[src/rtl/bsg_axil_fifo_client.sv]
// AXI4-Lite subordinate: serialises buffered AW/W/AR into one in-order fifo-style
// request stream and steers the in-order response stream back onto B or R.

module bsg_axil_fifo_client_fifo #(
  parameter int width_p = 1,
  parameter int els_p   = 2
) (
  input  logic               clk_i,
  input  logic               reset_n_i,
  input  logic [width_p-1:0] i_data,
  input  logic               i_v,
  output logic               o_ready,
  output logic [width_p-1:0] o_data,
  output logic               o_v,
  input  logic               i_yumi
);

  localparam int ptr_w = (els_p > 1) ? $clog2(els_p) : 1;
  localparam int cnt_w = $clog2(els_p + 1);

  logic [width_p-1:0] r_mem [els_p];
  logic [ptr_w-1:0]   r_wptr, r_rptr;
  logic [cnt_w-1:0]   r_count;
  logic               w_full, w_push, w_pop;
  logic [ptr_w-1:0]   w_wptr_nxt, w_rptr_nxt;

  // Handshake signals are gated by reset so nothing is offered while it is held.
  assign w_full  = (r_count == cnt_w'(els_p));
  assign o_ready = reset_n_i & ~w_full;
  assign o_v     = reset_n_i & (r_count != '0);
  assign o_data  = r_mem[r_rptr];
  assign w_push  = i_v & o_ready;
  assign w_pop   = i_yumi & o_v;

  assign w_wptr_nxt = (r_wptr == ptr_w'(els_p - 1)) ? '0 : r_wptr + ptr_w'(1);
  assign w_rptr_nxt = (r_rptr == ptr_w'(els_p - 1)) ? '0 : r_rptr + ptr_w'(1);

  // NOTE: sequential state uses non-blocking assignments so every flop samples pre-edge values.
  always_ff @(posedge clk_i) begin
    if (!reset_n_i) begin
      r_wptr  <= '0;
      r_rptr  <= '0;
      r_count <= '0;
    end else begin
      if (w_push) r_wptr <= w_wptr_nxt;
      if (w_pop)  r_rptr <= w_rptr_nxt;
      r_count <= r_count + cnt_w'(w_push) - cnt_w'(w_pop);
    end
  end

  // NOTE: storage is not reset; the count alone decides which entries are valid.
  always_ff @(posedge clk_i) begin
    if (w_push) r_mem[r_wptr] <= i_data;
  end

endmodule

module bsg_axil_fifo_client #(
  parameter int axil_data_width_p = 32,
  parameter int axil_addr_width_p = 32,
  parameter int outstanding_els_p = 2
) (
  input  logic                           clk_i,
  input  logic                           reset_n_i,

  input  logic [axil_addr_width_p-1:0]   s_axil_awaddr_i,
  input  logic [2:0]                     s_axil_awprot_i,
  input  logic                           s_axil_awvalid_i,
  output logic                           s_axil_awready_o,

  input  logic [axil_data_width_p-1:0]   s_axil_wdata_i,
  input  logic [axil_data_width_p/8-1:0] s_axil_wstrb_i,
  input  logic                           s_axil_wvalid_i,
  output logic                           s_axil_wready_o,

  output logic [1:0]                     s_axil_bresp_o,
  output logic                           s_axil_bvalid_o,
  input  logic                           s_axil_bready_i,

  input  logic [axil_addr_width_p-1:0]   s_axil_araddr_i,
  input  logic [2:0]                     s_axil_arprot_i,
  input  logic                           s_axil_arvalid_i,
  output logic                           s_axil_arready_o,

  output logic [axil_data_width_p-1:0]   s_axil_rdata_o,
  output logic [1:0]                     s_axil_rresp_o,
  output logic                           s_axil_rvalid_o,
  input  logic                           s_axil_rready_i,

  output logic [axil_addr_width_p-1:0]   addr_o,
  output logic [axil_data_width_p-1:0]   data_o,
  output logic [axil_data_width_p/8-1:0] wmask_o,
  output logic                           w_o,
  output logic                           v_o,
  input  logic                           ready_and_i,

  input  logic [axil_data_width_p-1:0]   data_i,
  input  logic                           v_i,
  output logic                           ready_and_o
);

  localparam int strb_w = axil_data_width_p / 8;

  logic [axil_addr_width_p-1:0] w_aw_addr, w_ar_addr;
  logic [axil_data_width_p-1:0] w_w_data;
  logic [strb_w-1:0]            w_w_strb;
  logic w_aw_v, w_w_v, w_ar_v;
  logic w_wr_elig, w_rd_elig, w_grant_w, w_req_hs;
  logic w_trk_ready, w_trk_v, w_trk_w, w_rsp_pop;
  logic r_last_grant_w, r_lock_v, r_lock_w;
  logic w_unused;

  assign w_unused = ^{s_axil_awprot_i, s_axil_arprot_i};

  bsg_axil_fifo_client_fifo #(.width_p(axil_addr_width_p), .els_p(2)) aw_fifo (
    .clk_i(clk_i), .reset_n_i(reset_n_i),
    .i_data(s_axil_awaddr_i), .i_v(s_axil_awvalid_i), .o_ready(s_axil_awready_o),
    .o_data(w_aw_addr), .o_v(w_aw_v), .i_yumi(w_req_hs & w_grant_w)
  );

  bsg_axil_fifo_client_fifo #(.width_p(axil_data_width_p + strb_w), .els_p(2)) w_fifo (
    .clk_i(clk_i), .reset_n_i(reset_n_i),
    .i_data({s_axil_wstrb_i, s_axil_wdata_i}), .i_v(s_axil_wvalid_i), .o_ready(s_axil_wready_o),
    .o_data({w_w_strb, w_w_data}), .o_v(w_w_v), .i_yumi(w_req_hs & w_grant_w)
  );

  bsg_axil_fifo_client_fifo #(.width_p(axil_addr_width_p), .els_p(2)) ar_fifo (
    .clk_i(clk_i), .reset_n_i(reset_n_i),
    .i_data(s_axil_araddr_i), .i_v(s_axil_arvalid_i), .o_ready(s_axil_arready_o),
    .o_data(w_ar_addr), .o_v(w_ar_v), .i_yumi(w_req_hs & ~w_grant_w)
  );

  assign w_wr_elig = w_aw_v & w_w_v;
  assign w_rd_elig = w_ar_v;

  // A stalled request keeps its grant; buffer heads cannot move while stalled.
  assign w_grant_w = r_lock_v ? r_lock_w
                              : (w_wr_elig & (~w_rd_elig | ~r_last_grant_w));

  assign v_o      = (w_grant_w ? w_wr_elig : w_rd_elig) & w_trk_ready;
  assign w_o      = w_grant_w;
  assign addr_o   = w_grant_w ? w_aw_addr : w_ar_addr;
  assign data_o   = w_w_data;
  assign wmask_o  = w_w_strb;
  assign w_req_hs = v_o & ready_and_i;

  always_ff @(posedge clk_i) begin
    if (!reset_n_i) begin
      r_last_grant_w <= 1'b0;
      r_lock_v       <= 1'b0;
      r_lock_w       <= 1'b0;
    end else begin
      if (w_req_hs) r_last_grant_w <= w_grant_w;
      r_lock_v <= v_o & ~ready_and_i;
      r_lock_w <= w_grant_w;
    end
  end

  bsg_axil_fifo_client_fifo #(.width_p(1), .els_p(outstanding_els_p)) trk_fifo (
    .clk_i(clk_i), .reset_n_i(reset_n_i),
    .i_data(w_grant_w), .i_v(w_req_hs), .o_ready(w_trk_ready),
    .o_data(w_trk_w), .o_v(w_trk_v), .i_yumi(w_rsp_pop)
  );

  assign ready_and_o     = w_trk_v & (w_trk_w ? s_axil_bready_i : s_axil_rready_i);
  assign s_axil_bvalid_o = w_trk_v & w_trk_w & v_i;
  assign s_axil_rvalid_o = w_trk_v & ~w_trk_w & v_i;
  assign s_axil_rdata_o  = data_i;
  assign s_axil_bresp_o  = 2'b00;
  assign s_axil_rresp_o  = 2'b00;
  assign w_rsp_pop       = v_i & ready_and_o;

  a_no_orphan_rsp: assert property (@(posedge clk_i) disable iff (!reset_n_i) !(v_i && !w_trk_v));

endmodule

[config.mk]
export PLATFORM = sky130hd
export DESIGN_NAME = bsg_axil_fifo_client
export DESIGN_NICKNAME = d
export VERILOG_FILES = /design/src/rtl/bsg_axil_fifo_client.sv
export SDC_FILE = /design/constraint.sdc
export NUM_CORES = 1
export LEC_CHECK = 0
export CELL_PAD_IN_SITES_DETAIL_PLACEMENT = 1
export CELL_PAD_IN_SITES_GLOBAL_PLACEMENT = 2
export CORE_AREA = 8 8 168 170
export DETAILED_ROUTE_END_ITERATION = 6
export DIE_AREA = 0 0 176 178
export PLACE_DENSITY = 0.87
export SLEW_MARGIN = 20
export SYNTH_ARGS = -nofsm -noshare
export SYNTH_HDL_FRONTEND = slang
export SYNTH_SLANG_ARGS = --single-unit
[constraint.sdc]
create_clock -name clk_i -period 7.4 [get_ports clk_i]
set_clock_uncertainty 0.2 [all_clocks]
set_input_delay 1.48 -clock clk_i [delete_from_list [all_inputs] [get_ports clk_i]]
set_output_delay 1.48 -clock clk_i [all_outputs]
set_load 0.005 [all_outputs]
## Yosys cells after proc, flatten, opt, wreduce, memory -nomap -nowiden

Memory sizes are Yosys's and may differ from the RTL's. A register that Yosys moved wholly into a read port is not among the register bits.
Index checks and enable logic that the tools add are counted.
W data, S select, Z words.

| storage, ports and cells | value |
|---|---|
| output and inout bits | 112 |
| register bits | 19 |
| input bits | 147 |
| bits in writable memories | 202 |
| memories | 4 |
| latch bits | 0 |
| bits in read-only memories | 0 |

Memory list:

| memory | words | bits a word | rd ports | clocked after Yosys merged registers in | wr ports | RTL line | RTL |
|---|---|---|---|---|---|---|---|
| w_fifo.r_mem | 2 | 36 | 1 | 1 | 1 | 21 | `logic [width_p-1:0] r_mem [els_p];` |
| ar_fifo.r_mem | 2 | 32 | 1 | 1 | 1 | 21 |  |
| aw_fifo.r_mem | 2 | 32 | 1 | 1 | 1 | 21 |  |
| trk_fifo.r_mem | 2 | 1 | 1 | 1 | 1 | 21 |  |

| operators by class | value |
|---|---|
| bitwise logic cells | 39 |
| shifts and indexed selects | 0 |
| $add $sub $neg | 16 |
| reductions and logical operators | 4 |
| divide/modulo/power cells | 0 |
| order comparisons | 0 |
| $mul | 0 |
| equal/unequal tests | 4 |
| mux-type cells | 28 |

Operator list:

| kind | number |
|---|---|
| $mux W32 | 1 |
| $and A1 B1 Y1 | 29 |
| $mux W1 | 27 |
| $not A1 Y1 | 9 |
| $add A1 B1 Y1 const B | 8 |
| $add A2 B1 Y2 | 4 |
| $eq A2 B2 Y1 const B | 4 |
| $reduce_bool A2 Y1 | 4 |
| $sub A2 B1 Y2 | 4 |
| $or A1 B1 Y1 | 1 |

## Logic depth before layout (Yosys ltp)

Gate-level depths: netlist of the first run.

| logic depth | value |
|---|---|
| word-level depth | 13 |
| gate-level depth with buffers | 9 |
| depth with buffers taken out | 9 |

## Hierarchy

From an unflattened synthesis of the first run, not the netlist that was laid out.

| second synthesis, totals | value |
|---|---|
| cell total of the unflattened synthesis | 525 |
| area total of the unflattened synthesis | 9640.5 sq um |

Modules (own cells, without submodules):

| module | area an instance (sq um) | cells each | seq. area each (sq um) | times used |
|---|---|---|---|---|
| bsg_axil_fifo_client_fifo at ar_fifo ... | 2708.8 | 126 | 2021.9 | 2 |
| bsg_axil_fifo_client_fifo at w_fifo | 2994.1 | 138 | 2262.2 | 1 |
| bsg_axil_fifo_client | 912.1 | 106 | 60.1 | 1 |
| bsg_axil_fifo_client_fifo at trk_fifo | 316.6 | 29 | 160.2 | 1 |

## Worst setup path before layout of the first run

Ideal clock, no wire load.

| timing path | value |
|---|---|
| path kind | input to output |
| start point | in reset_n_i |
| end point | out addr_o[23] |
| cell stages on the path | 5 |
| path buffers | 1 |
| data required time | 5.720 ns |
| arrival time | 2.430 ns |
| slack | 3.290 ns |
| cells stage by stage | o21a_1 > a211o_1 > nand2_4 > buf_6 > mux2i_1 |

| on the way | value |
|---|---|
| word-level cells in the longest chain between the ends | 6 |
| elaborated cells on any way between the ends | 9 |

Ends and longest elaborated chain:

| item | RTL line | RTL |
|---|---|---|
| from (decl) | 64 | `input logic reset_n_i,` |
| $and A1 B1 Y1 | 30 | `assign o_v = reset_n_i & (r_count != '0);` |
| $not A1 Y1 | 138 | `: (w_wr_elig & (~w_rd_elig \| ~r_last_grant_w));` |
| $or A1 B1 Y1 | 138 |  |
| $and A1 B1 Y1 (*) | 138 |  |
| $mux W1 (*) | 137 | `assign w_grant_w = r_lock_v ? r_lock_w` |
| named net w_o | 93 | `output logic w_o,` |
| $mux W32 (*) | 142 | `assign addr_o = w_grant_w ? w_aw_addr : w_ar_addr;` |
| to (decl) | 90 | `output logic [axil_addr_width_p-1:0] addr_o,` |

Mark *: on every way through the listed nets, which the timed path passes. The rest lies on a longest branch.

## Worst setup path in the final report of the first run

| timing path | value |
|---|---|
| start point | in reset_n_i |
| end point | out addr_o[14] |

| on the way | value |
|---|---|
| word-level cells in the longest chain between the ends | 6 |
| elaborated cells on any way between the ends | 9 |

Ends and longest elaborated chain:

| item | RTL line |
|---|---|
| $and A1 B1 Y1 | 30 |
| $not A1 Y1 | 138 |
| $or A1 B1 Y1 | 138 |
| $and A1 B1 Y1 (*) | 138 |
| $mux W1 (*) | 137 |
| $mux W32 (*) | 142 |

Every way passes the cells marked *; elsewhere a longest branch is shown, timed or not.

==> results of run 1 <==
through the flow:
| stage | utilization (%) | power, W |
|---|---|---|
| 6_report | 46.4 | 0.00293 |
| 5_1_grt | 46.4 | 0.00305 |
| 4_1_cts | 45.9 | 0.00297 |
| 3_5_place_dp | 42.8 | 0.00177 |
| 3_3_place_gp | 42.8 | 0.00175 |
| 2_1_floorplan | - | 0.00161 |
flip-flops by register name, indices dropped and copies added (netlist names), 2 cells and up, named ones only:
signal / flops
ar_fifo.r_count: 2
ar_fifo.r_mem: 64
aw_fifo.r_count: 2
aw_fifo.r_mem: 64
trk_fifo.r_count: 2
trk_fifo.r_mem: 2
w_fifo.r_count: 2
w_fifo.r_mem: 72
cell families after synthesis:
family	Yosys count	share of synthesized area (%)
flip-flops	225	72.5
multiplexers	141	16.2
buffers and inverters	75	4.99
AND/OR/NAND/NOR	34	1.69
AO/OA/AOI/OAI	30	2.47
XOR/XNOR	11	1.07
adder cells (fa/ha/maj)	8	1.11
other	1	0.0416
worst max-delay path by stage:
stage                          from         end  slack [ns]
after floorplan           reset_n_i  addr_o[23]        3.29
after global placement    reset_n_i  addr_o[31]        1.48
after detailed placement  reset_n_i  addr_o[14]        1.40
after CTS                 reset_n_i  addr_o[23]        1.36
after global routing      reset_n_i  addr_o[12]        1.28
final                     reset_n_i  addr_o[14]        1.43
metal layers:
| layer | share of wire (%) | up-vias | wire (µm) | GRT usage [%] |
|---|---|---|---|---|
| met2 | 47 | 211 | 10300 | 24.1 |
| met4 | 3.3 | 8 | 717 | 4.84 |
| li1 | - | 2271 | - | - |
| met5 | 0.23 | - | 51 | 0 |
| met3 | 8.7 | 64 | 1900 | 4.40 |
| met1 | 40 | 2451 | 8820 | 15.5 |
critical path, cell delays in order:
cell,delay (ns)
clkdlybuf4s50_1,0.71
o221ai_2,0.25
a211o_1,0.37
nand2_4,0.50
mux2i_1,0.36
clkdlybuf4s50_1,0.57
cell type report:
class / instances / share of cell area, %
clock inverter: 18 / 1.51
clock buffer: 26 / 5.12
inverter: 21 / 0.664
sequential: 225 / 55.0
timing repair buffer: 191 / 16.6
tap: 335 / 3.53
multi-input combinational: 228 / 17.6
power breakdown:
group	leakage [nW]	switching, W	internal [W]
logic	1.45	0.000116	0.000155
clock network	0.386	0.000486	0.000702
registers	2.04	0.0000274	0.00144
total	3.88	0.000630	0.00230
layout by cell type (no fill, tap or decap), types with 4 or more instances in the layout:
| cell type | count |
|---|---|
| conb_1 | 4 |
| clkbuf_16 | 24 |
| nor2_4 | 6 |
| inv_1 | 21 |
| and2_1 | 5 |
| dfxtp_1 | 21 |
| mux2_2 | 36 |
| clkinv_1 | 6 |
| clkdlybuf4s50_1 | 184 |
| a21oi_1 | 7 |
| xnor2_1 | 8 |
| edfxtp_1 | 202 |
| o211ai_1 | 5 |
| nand2_1 | 6 |
| nor2_1 | 14 |
| clkinv_2 | 5 |
| ha_1 | 8 |
| mux2i_1 | 105 |
==> metrics.cfg, run 1 <==
[die]
die_w_um=176
start_util_pct=35.2
rows=59
die_y_um=178
io_pins=259
core-area_mm2=0.0256
fp.dieArea_mm2=0.0313

[grt]
grt_max_degree=37
grt_pass1_vias=5772
antenna_found_initial=4
grt_overflow_total=0
grt_pass1_wl_mm=33.4
grt.total_usage_pct=13.7

[drt]
vias=5005
drt_pre_antenna_iters=4
wl_per_cell_um=20.9
drtAntennaViolNets=0
vias_per_cell=4.79
dr.first_iter.drc_count=293
drc_errors=0
routed_wl_mm=21.8

[sta]
final.setup.worst_slack_ns=1.43
tightest_slew_ns=1.05
slew-limit-headroom_pct=29.8
setup_viol=0
fin_tns_setup_ns=0
fmax_mhz=168
period_share_pct=80.7
timing.hold.ws_ns=0.262
min_period_ns=5.97
slew_viol_final=0
rsz0062_at_grt=false
hold_violations=0

[critical_path]
reg2reg_slack_ns=4.96
rr_startpoint=ar_fifo.r_count[1]
required_ns=5.72
worst-path-max-fanout=36
start_kind=input pin
rr_endpoint=w_fifo.r_count[1]
criticalPathCategory=in -> out
end_kind=output pin
r2r_cells=9
crit_arrival_ns=4.29

[placement]
placed_cell_area_mm2=0.0110
gp_congestion=0.747
portBuffers=184
post-place-ws_ns=1.40
dp_hpwl_mm=14.9
dp_cells=995

[logic_synthesis]
yosysMostFrequentCell=edfxtp_1
synth_enable_flop_cells=202
netlist_area_mm2=0.00901
yosysWarnings=0
synth.avg_cell_area_um2=17.2
synth_common_cells=edfxtp_1 (202), mux2i_1 (105), buf_4 (36), mux2_2 (36), dfxtp_1 (23)
syn_inst=525
seq_area_frac_synth_pct=72.5
synth_area_leaders=edfxtp_1 (67%), mux2i_1 (12%), dfxtp_1 (5.1%)
yosys.area.top_type=edfxtp_1
async_flop_share_pct=0
synth_ff_type=edfxtp_1
netlist.area_leader.share_pct=67.3
synth_cell_types=34
yosys_register_bits=225

[min_path]
min_from=ar_fifo.r_rptr
whs_path_depth=1
holdCritPathClass=reg -> reg

[cts]
clockRootBuffer=clkbuf_16
cts_tree=done
clockBufferDepth=3
clk_latency_ns=0.52
clk_pin_slew_worst_paths_ns=0.06
cts-resized-gates=0
numCtsBuffers=24
htree_levels=1
cts_setup_buffers=0
postCtsHoldBufs=0
clkSinkCount=225

[cells_and_area]
layoutNonFillerInstCount=1044
antenna_cells=0
areaGrowthSynthToFinish_pct=31.9
design_area_mm2=0.0119
final_net_count=846
multiInputGateArea_mm2=0.00209
drive_above_1_share_pct=12.8
seq_area_mm2=0.00653
fillers=2468

[run]
drv_cap=0

[power_and_ir_drop]
leakagePower_nw=3.88
p_per_area_mw_per_mm2=247
ir_drop_mv=0.183

[status]
status=finished, final reports clean

No activity file was read; power rests on OpenSTA's default activity.
==> run 2, diff against run 1 <==
--- a/config.mk
+++ b/config.mk
@@ -7,10 +7,10 @@
 export LEC_CHECK = 0
 export CELL_PAD_IN_SITES_DETAIL_PLACEMENT = 1
 export CELL_PAD_IN_SITES_GLOBAL_PLACEMENT = 2
-export CORE_AREA = 8 8 168 170
+export CORE_AREA = 8 8 175 177
 export DETAILED_ROUTE_END_ITERATION = 6
-export DIE_AREA = 0 0 176 178
-export PLACE_DENSITY = 0.87
+export DIE_AREA = 0 0 183 185
+export PLACE_DENSITY = 0.81
 export SLEW_MARGIN = 20
 export SYNTH_ARGS = -nofsm -noshare
 export SYNTH_HDL_FRONTEND = slang
==> constraint.sdc (replaced) <==
create_clock -name clk_i -period 5.7 [get_ports clk_i]
set_clock_uncertainty 0.2 [all_clocks]
set_input_delay 1.14 -clock clk_i [delete_from_list [all_inputs] [get_ports clk_i]]
set_output_delay 1.14 -clock clk_i [all_outputs]
set_load 0.005 [all_outputs]
==> metrics.cfg, run 2 (synthesis results as in run 1) <==
[sta]
fmax_mhz=195
min_period_ns=5.13
final.setup.worst_slack_ns=0.567
setup_viol=0
hold_violations=0
rsz0062_at_grt=false
slew-limit-headroom_pct=32.2
period_share_pct=90.0
fin_tns_setup_ns=0
tightest_slew_ns=1.01
slew_viol_final=0

[cells_and_area]
largest_register_ffs=72
antenna_cells=0
areaGrowthSynthToFinish_pct=32.1
fin_util_pct=42.4
fillers=2814
final_net_count=849
layoutNonFillerInstCount=1097
final_common_cell=edfxtp_1
reg.largest.list=w_fifo.r_mem x72, ar_fifo.r_mem x64, aw_fifo.r_mem x64
drive_above_1_share_pct=12.5
design_area_mm2=0.0119
top_register=w_fifo.r_mem
final_cell_mix=edfxtp_1 (202), clkdlybuf4s50_1 (184), mux2i_1 (105), mux2_2 (36), clkbuf_16 (25)

[critical_path]
endpoint=addr_o[31]
start_kind=input pin
reg2reg_slack_ns=3.20
crit_family=buffers and inverters
crit_chain=clkdlybuf4s50_1, o221ai_2, a211o_1, nand2_4, buf_12, mux2i_1, clkdlybuf4s50_1
end_kind=output pin
cp-startpoint=reset_n_i
worst-path-max-fanout=21
path_depth=7
r2r_cells=9
rr_startpoint=ar_fifo.r_count[1]
cp_common_cell=clkdlybuf4s50_1
slowest_delay_ns=0.64
criticalPathCategory=in -> out
crit_arrival_ns=3.79
critPathBufInv=3
rr_endpoint=w_fifo.r_count[1]
required_ns=4.36
cp_slowest_cell=clkdlybuf4s50_1

[cts]
clockRootBuffer=clkbuf_16
numCtsBuffers=25
cts_setup_buffers=0
clk_latency_ns=0.53
postCtsHoldBufs=0
clk_pin_slew_worst_paths_ns=0.06
clockBufferDepth=3
cts-resized-gates=0
clkSinkCount=225
cts_tree=done
htree_levels=1

[power_and_ir_drop]
leakagePower_nw=3.86
ir_drop_mv=0.242
p_int_w=0.00288
p_comb_share_pct=9.6
sw_frac_of_total_pct=22.0
power.clock.fraction_pct=38.9
switchingPower_w=0.000815
p_per_area_mw_per_mm2=311
power_frac_seq_pct=51.5

[placement]
portBuffers=184
placed_cell_area_mm2=0.0111
dp_hpwl_mm=14.2
post-place-ws_ns=0.584
gp_congestion=0.727
dp_cells=1046

[die]
rows=62
io_pins=259
die_w_um=183
core-area_mm2=0.0281
die_y_um=185
fp.dieArea_mm2=0.0339
start_util_pct=32.1

[drt]
vias=4893
drtAntennaViolNets=0
wl_per_cell_um=19.5
vias_per_cell=4.46
routed_wl_mm=21.4
drc_errors=0
drt_pre_antenna_iters=4
dr.first_iter.drc_count=148

[grt]
grt_pass1_vias=5452
grt.total_usage_pct=12.1
grt_pass1_wl_mm=31.8
antenna_found_initial=4
grt_max_degree=37
grt_overflow_total=0

[min_path]
min_from=w_fifo.r_rptr
holdCritPathClass=reg -> reg

[run]
drv_cap=0

[status]
status=finished, final reports clean

## run 2: layout make-up
type	instances	area (µm²)	share of cell area, %
Tap cell	384	480	4.04
Timing Repair Buffer	193	1990	16.7
Multi-Input combinational cell	228	2090	17.5
Clock buffer	30	644	5.41
Sequential cell	225	6530	54.9
Inverter	21	78.8	0.662
Clock inverter	16	86.3	0.725
## run 2: metal layers
| metal | share of wire, % | vias to the layer above | track usage (%) |
|---|---|---|---|
| li1 | - | 2284 | - |
| met4 | 3.2 | 8 | 4.29 |
| met2 | 46 | 181 | 19.9 |
| met3 | 10 | 54 | 5.32 |
| met1 | 41 | 2366 | 13.9 |
| met5 | 0.23 | - | 0 |
## run 2: worst min path at each step
stage                               end  slack, ns  depth (start not counted)
after floorplan                register       0.24                          1
after global placement         register       0.24                          1
after detailed placement       register       0.25                          1
after CTS                      register       0.27                          1
after global routing      w_fifo.r_rptr       0.28                          1
final                     w_fifo.r_rptr       0.26                          1
## run 2: metrics by stage
stage | hold WS, ns | power (W)
CTS | 0.267 | 0.00376
global placement | 0.237 | 0.00228
detailed placement | 0.251 | 0.00229
global route | 0.283 | 0.00385
finish | 0.263 | 0.00370
floorplan | 0.237 | 0.00209
## run 2: power by group through the flow
stage	Sequential [W]	Clock, W	Combinational (W)
2_1_floorplan	0.00193	0	0.000159
3_3_place_gp	0.00194	0	0.000340
3_5_place_dp	0.00194	0	0.000350
4_1_cts	0.00191	0.00149	0.000353
5_1_grt	0.00191	0.00155	0.000385
6_report	0.00191	0.00144	0.000354
==> run 3, diff against run 2 <==
--- a/config.mk
+++ b/config.mk
@@ -8,6 +8,7 @@
 export CELL_PAD_IN_SITES_DETAIL_PLACEMENT = 1
 export CELL_PAD_IN_SITES_GLOBAL_PLACEMENT = 2
 export CORE_AREA = 8 8 175 177
+export CTS_BUF_LIST = sky130_fd_sc_hd__clkbuf_16
 export DETAILED_ROUTE_END_ITERATION = 6
 export DIE_AREA = 0 0 183 185
 export PLACE_DENSITY = 0.81
==> metrics.cfg, run 3 (synthesis results as in run 1) <==
[cells_and_area]
layoutNonFillerInstCount=1097
drive_above_1_share_pct=12.5
final_cell_mix=edfxtp_1 (202), clkdlybuf4s50_1 (184), mux2i_1 (105), mux2_2 (36), inv_1 (26)
seq_area_mm2=0.00653
reg.largest.list=w_fifo.r_mem x72, ar_fifo.r_mem x64, aw_fifo.r_mem x64
multiInputGateArea_mm2=0.00209
antenna_cells=0
final_net_count=849
areaGrowthSynthToFinish_pct=32.1
design_area_mm2=0.0119
top_register=w_fifo.r_mem
final_common_cell=edfxtp_1
fillers=2814
largest_register_ffs=72

[sta]
timing.hold.ws_ns=0.263
rsz0062_at_grt=false
fmax_mhz=195
fin_tns_setup_ns=0
period_share_pct=90.0
setup_viol=0
slew_viol_final=0
hold_violations=0
tightest_slew_ns=1.01
min_period_ns=5.13
slew-limit-headroom_pct=32.3

[die]
rows=62
die_y_um=185
die_w_um=183
fp.dieArea_mm2=0.0339
core-area_mm2=0.0281
start_util_pct=32.1
io_pins=259

[drt]
drc_errors=0
drt_pre_antenna_iters=4
vias=4890
wl_per_cell_um=19.5
vias_per_cell=4.46
routed_wl_mm=21.4
drtAntennaViolNets=0
dr.first_iter.drc_count=152

[critical_path]
worst-path-max-fanout=21
crit_arrival_ns=3.79
end_kind=output pin
rr_startpoint=ar_fifo.r_count[1]
reg2reg_slack_ns=3.20
rr_endpoint=w_fifo.r_count[1]
r2r_cells=9
start_kind=input pin
required_ns=4.36
criticalPathCategory=in -> out

[power_and_ir_drop]
power_frac_seq_pct=51.6
sw_frac_of_total_pct=22.1
power.clock.fraction_pct=38.8
p_int_w=0.00288
p_comb_share_pct=9.6
p_per_area_mw_per_mm2=310
leakagePower_nw=3.88
power.total_w=0.00369
ir_drop_mv=0.242
switchingPower_w=0.000816

[grt]
top_usage_layer=met2
antenna_found_initial=4
grt_max_degree=37
grt.total_usage_pct=12.1
grt_use_met1_pct=13.9
grtUsageMet2_pct=19.9
met3_usage_pct=5.32
grt_pass1_vias=5452
grt_overflow_total=0
grt_pass1_wl_mm=31.8

[cts]
postCtsHoldBufs=0
htree_levels=1
clkSinkCount=225
clk_latency_ns=0.53
clockRootBuffer=clkbuf_16
cts_tree=done
numCtsBuffers=25
cts-resized-gates=0
cts_setup_buffers=0
clk_pin_slew_worst_paths_ns=0.06
clockBufferDepth=3

[min_path]
min_from=w_fifo.r_rptr
holdCritPathClass=reg -> reg
whs_path_depth=1
min_to=w_fifo.r_rptr

[status]
status=finished, final reports clean

[placement]
gp_congestion=0.727
placed_cell_area_mm2=0.0111
portBuffers=184
dp_hpwl_mm=14.2
dp_cells=1046

[run]
drv_cap=0

-- run 3: how the worst max path moves through the flow --
stage | start | cells after the start | to | slack [ns]
finish | reset_n_i | 7 | addr_o[31] | 0.57
global route | reset_n_i | 7 | addr_o[31] | 0.45
CTS | reset_n_i | 7 | addr_o[31] | 0.53
detailed placement | reset_n_i | 7 | addr_o[31] | 0.58
global placement | reset_n_i | 7 | addr_o[31] | 0.61
floorplan | reset_n_i | 3 | w_fifo.r_mem[0][0] | 2.05
-- run 3: stage by stage --
step,setup WS [ns],util [%]
global route,0.449,42.4
global placement,0.606,39.4
finish,0.567,42.4
CTS,0.534,42.0
detailed placement,0.584,39.4
floorplan,2.05,-
-- run 3: power groups by stage --
stage / Clock [W] / Sequential, W / Combinational [W]
after floorplan: 0 / 0.00193 / 0.000159
after global placement: 0 / 0.00194 / 0.000340
after detailed placement: 0 / 0.00194 / 0.000350
after CTS: 0.00148 / 0.00191 / 0.000353
after global routing: 0.00154 / 0.00191 / 0.000385
final: 0.00143 / 0.00191 / 0.000354
-- run 3: layout make-up --
class                   count  area share, %
clock buffers              25           5.26
clock inverters            21          0.883
inverters                  21          0.662
multi-input cells         228           17.5
flip-flops and latches    225           54.9
well taps                 384           4.04
repair buffers            193           16.7
-- run 3: critical path, cell delays in order --
cell and delay [ns]:
clkdlybuf4s50_1 0.64, o221ai_2 0.21, a211o_1 0.34, nand2_4 0.29, buf_12 0.25, mux2i_1 0.31
clkdlybuf4s50_1 0.57
-- run 3: metal layers --
metal / routed length [µm] / part of all wire [%]
met4: 675 / 3.1
met1: 8720 / 41
met5: 49 / 0.23
met2: 9790 / 46
met3: 2190 / 10
